==> config.mk <==
export PLATFORM = sky130hd
export DESIGN_NAME = demux3
export DESIGN_NICKNAME = d
export VERILOG_FILES = /design/src/rtl/demux3_pkg.sv /design/src/rtl/demux3_lane.sv /design/src/rtl/demux3.sv
export SDC_FILE = /design/constraint.sdc
export NUM_CORES = 1
export LEC_CHECK = 0
export CAP_MARGIN = 20
export CORE_AREA = 3 3 85 87
export CTS_BUF_LIST = sky130_fd_sc_hd__clkbuf_16
export DETAILED_ROUTE_END_ITERATION = 8
export DIE_AREA = 0 0 88 90
export PLACE_DENSITY = 0.82
export SYNTH_ARGS = -nofsm -noshare
export SYNTH_HDL_FRONTEND = slang
export SYNTH_HIERARCHICAL = 1
export SYNTH_SLANG_ARGS = --single-unit
==> constraint.sdc <==
create_clock -name clk -period 2.5 [get_ports clk]
set_input_delay 0.5 -clock clk [delete_from_list [all_inputs] [get_ports clk]]
set_output_delay 0.5 -clock clk [all_outputs]
set_load 0.02 [all_outputs]
==> src/rtl/demux3_pkg.sv <==
// Shared defaults, lane-count helper and mode encoding for the demux3 block.
package demux3_pkg;

  localparam int DEF_WLOG   = 3;
  localparam int DEF_WWIDTH = 8;

  typedef enum logic {
    MODE_DIR = 1'b0,
    MODE_RR  = 1'b1
  } mode_e;

  function automatic int lane_count(input int wlog);
    return 1 << wlog;
  endfunction

endpackage

==> src/rtl/demux3_lane.sv <==
// One demux3 output lane: a single-entry holding register with valid/ready.
module demux3_lane #(
  parameter int WWIDTH = 8
) (
  input  logic              clk,
  input  logic              rst,
  input  logic              fill,
  input  logic [WWIDTH-1:0] din,
  input  logic              out_ready,
  output logic [WWIDTH-1:0] dout,
  output logic              valid,
  output logic              can_accept
);

  logic [WWIDTH-1:0] data_q, data_d;
  logic              valid_q, valid_d;

  // A fill on the same edge as a drain wins, so a lane can stream at full rate.
  always_comb begin
    data_d  = data_q;
    valid_d = valid_q;
    if (valid_q && out_ready) valid_d = 1'b0;
    if (fill) begin
      data_d  = din;
      valid_d = 1'b1;
    end
  end

  always_ff @(posedge clk) begin
    if (rst) begin
      data_q  <= '0;
      valid_q <= 1'b0;
    end else begin
      data_q  <= data_d;
      valid_q <= valid_d;
    end
  end

  assign dout       = data_q;
  assign valid      = valid_q;
  assign can_accept = !valid_q || out_ready;

endmodule

==> src/rtl/demux3.sv <==
// Registered 1-to-N demultiplexer with directed or round-robin lane choice.
// Optional DEMUX3_NEG_EN adds out_neg, the bitwise inverse of out_data.
module demux3
  import demux3_pkg::*;
#(
  parameter  int WLOG   = DEF_WLOG,
  parameter  int WWIDTH = DEF_WWIDTH,
  localparam int N      = lane_count(WLOG)
) (
  input  logic                      clk,
  input  logic                      rst,
  input  logic [WWIDTH-1:0]         in_data,
  input  logic [WLOG-1:0]           in_sel,
  input  logic                      in_rr,
  input  logic                      in_valid,
  output logic                      in_ready,
  output logic [N-1:0][WWIDTH-1:0]  out_data,
  output logic [N-1:0]              out_valid,
  input  logic [N-1:0]              out_ready,
  output logic [WLOG-1:0]           rr_ptr
`ifdef DEMUX3_NEG_EN
  ,
  output logic [N-1:0][WWIDTH-1:0]  out_neg
`endif
);

  mode_e           mode;
  logic [WLOG-1:0] tgt;
  logic [N-1:0]    can_accept;
  logic [N-1:0]    fill;
  logic            accept;
  logic [WLOG-1:0] rr_ptr_q, rr_ptr_d;

  assign mode     = mode_e'(in_rr);
  assign tgt      = (mode == MODE_RR) ? rr_ptr_q : in_sel;
  assign in_ready = !rst && can_accept[tgt];
  assign accept   = in_valid && in_ready;

  generate
    for (genvar gi = 0; gi < N; gi++) begin : g_lane
      assign fill[gi] = accept && (tgt == WLOG'(gi));

      demux3_lane #(
        .WWIDTH(WWIDTH)
      ) u_lane (
        .clk       (clk),
        .rst       (rst),
        .fill      (fill[gi]),
        .din       (in_data),
        .out_ready (out_ready[gi]),
        .dout      (out_data[gi]),
        .valid     (out_valid[gi]),
        .can_accept(can_accept[gi])
      );
    end
  endgenerate

  // The pointer wraps naturally at N because it is exactly WLOG bits wide.
  always_comb begin
    rr_ptr_d = rr_ptr_q;
    if (accept && (mode == MODE_RR)) rr_ptr_d = rr_ptr_q + WLOG'(1);
  end

  always_ff @(posedge clk) begin
    if (rst) rr_ptr_q <= '0;
    else     rr_ptr_q <= rr_ptr_d;
  end

  assign rr_ptr = rr_ptr_q;

`ifdef DEMUX3_NEG_EN
  assign out_neg = ~out_data;
`endif

endmodule
==> impl_metrics.tcl <==
set metrics [dict create \
    status "finished clean" \
    grt_max_degree 51 \
    critPathKind "input pin to flip-flop" \
    min_from "g_lane[6].u_lane/dout[1]" \
    layout_common_cells "clkdlybuf4s50_1 (94), dfxtp_1 (75), nor2_1 (67)" \
    path_clk_slew_ns 0.06 \
    post-route-drc-count 0 \
    final_common_cell "clkdlybuf4s50_1" \
    maxCapViolations 0 \
    cp.required_ns 2.70 \
    setup_violations 0 \
    fin_crit_sh_pct 98.8 \
    worstPathArrival_ns 2.67 \
    cts-htree-levels 3 \
    gp_congestion 0.873 \
    antennaDiodeCount 0 \
    core_um2 6420 \
    grt_overflow 0 \
    die_w_um 88 \
    leakage_nw 1.57 \
    drt_wl_total_um 7880 \
    drt-pass1-iter-count 6 \
    num_rows 29 \
    fillers 484 \
    synth_cell_types 20 \
    peakVddDrop_v 0.000464 \
    cp-start-kind "input pin" \
    initial_core_util_pct 45.9 \
    nNetsFinal 414 \
    path_max_fanout 9 \
    cellPowerDensity_nw_per_um2 653 \
    fin_skew_ns 0.00716 \
    yosysTopAreaCellShare_pct 50.9 \
    num_vias 2355 \
    insertion_delay_ns 0.33 \
    cts_root_buf "clkbuf_16" \
    synth_top_area_cell "dfxtp_1" \
    grt_pass1_wl_um 12200 \
    clockBufferDepth 2 \
    slew_headroom_pct 59.9 \
    syn_area_um2 2950 \
    portBuffers 98 \
    cts_tree "done" \
    fin_crit_ns 2.47 \
    drive_above_1_share_pct 14.0 \
    vias_per_cell 5.00 \
    ys_ff_latch 75 \
    slew_violations 0 \
    worstSetupStartpoint "in_sel[0]" \
    syn_area_per_cell_um2 10.6 \
    dp_hpwl_um 5380 \
    instances_no_fill 471 \
    fin_tns_setup_ns 0 \
    synthCells 279 \
    synth.area.top_cells "dfxtp_1 (51%), mux2i_1 (22%), nor2_1 (9.3%), buf_6 (3.1%), mux4_2 (3.1%)" \
    cts_buffers 9 \
    grt_pass1_vias 2338 \
    syn_to_final_growth_pct 50.8 \
    hold_path.class "flip-flop to flip-flop" \
    yosysWarnings 6 \
    fmax_ghz 0.405 \
    place_inst 456 \
    clock-sinks 75 \
    final_hold_viol_count 0 \
    grt_setup_unrepaired "yes" \
    synth-seq-area-share_pct 50.9 \
    antenna_found_initial 0 \
    ioPinCount 99 \
    postRouteAntennaNets 0 \
    tightest_slew_ns 0.601 \
    drtIter0Drc 101 \
    r2r-start "rr_ptr[0]" \
    fin_util_pct 69.2 \
    dieArea_um2 7920 \
    grt_util_all_layers_pct 20.3 \
    syn_nets 303 \
    die-height_um 90 \
    cp-end-kind "flip-flop" \
    wl_per_cell_um 16.7 \
]
[critical path, stage by stage]
cell             delay (ns)
clkdlybuf4s50_1        0.51
mux2i_4                0.10
buf_4                  0.17
mux4_2                 0.32
nand3b_1               0.21
nor2_2                 0.53
mux2i_1                0.26
nor2_1                 0.07
[final timing paths]
check | end | slack [ns] | cells past startpoint
min | g_lane[6].u_lane/dout[1] | 0.49 | 2
max | g_lane[0].u_lane/dout[4] | 0.03 | 8
max reg2reg | g_lane[0].u_lane/dout[4] | 0.25 | 7
min reg2reg | g_lane[6].u_lane/dout[1] | 0.49 | 2
[timing repair]
| item | 4_1_cts | 5_1_grt |
|---|---|---|
| endpoints found under the setup margin | 67 | 55 |
| pin swaps | 0 | 1 |
| endpoints found under the hold margin | 0 | 0 |
| buffers inserted | 0 | 0 |
| hold buffers | 0 | 0 |
| resized for setup | 8 | 15 |
[where the power goes]
group	total (mW)	switching (mW)	internal, mW
combinational	0.251	0.131	0.120
clock	1.43	0.466	0.961
sequential	1.23	0.0131	1.21
[Yosys cell counts]
cell type   n
a21oi_1     9
buf_6       8
clkbuf_2    8
dfxtp_1    75
ha_1        1
inv_1       8
mux2_4      2
mux2i_1    65
mux2i_2     2
mux2i_4     1
mux4_2      4
nand2_1     2
nand2b_1   12
nand3_1     2
nand3b_1    1
nor2_1     73
nor2b_1     2
nor3_1      2
o21ai_0     1
or3_1       1
[per-layer routing]
| metal | share of wire, % | track usage, % | up-vias |
|---|---|---|---|
| li1 | - | - | 1148 |
| met1 | 44 | 26.1 | 1115 |
| met2 | 47 | 31.1 | 79 |
| met3 | 6.8 | 5.67 | 13 |
| met4 | 2.1 | 9.46 | 0 |
| met5 | 0 | 0 | - |
[sequential cells by signal, summed over array words and instances, names as in the netlist]
name,flops
g_lane.u_lane/dout,64
g_lane.u_lane/valid,8
rr_ptr,3
[stage by stage]
step / total power [mW] / instance area, µm² / worst slack [ns] / hold WS (ns)
2_1_floorplan: 1.37 / 2950 / 0.366 / 0.563
4_1_cts: 2.92 / 4380 / -0.132 / 0.497
5_1_grt: 3.00 / 4450 / -0.0983 / 0.518
3_5_place_dp: 1.49 / 4050 / -0.685 / 0.483
6_report: 2.91 / 4450 / 0.0304 / 0.492
3_3_place_gp: 1.49 / 4050 / -0.609 / 0.472
[final cells by class]
class	instances	area, µm²	area share, %
inverter	8	30.0	0.675
tap	77	96.3	2.17
clock inverter	6	105	2.36
sequential	75	1500	33.8
timing repair buffer	116	1130	25.4
clock buffer	9	225	5.06
multi-input combinational	180	1360	30.5
[cells by family after synthesis]
kind of cell / after synthesis / share of synthesized area [%]
adders and majority gates: 1 / 0.424
DFF: 75 / 50.9
AOI/OAI and AO/OA: 10 / 1.70
buffers and inverters: 24 / 5.43
muxes: 74 / 27.8
and+or+nand+nor: 95 / 13.7
No activity file was read; power rests on OpenSTA's default activity.
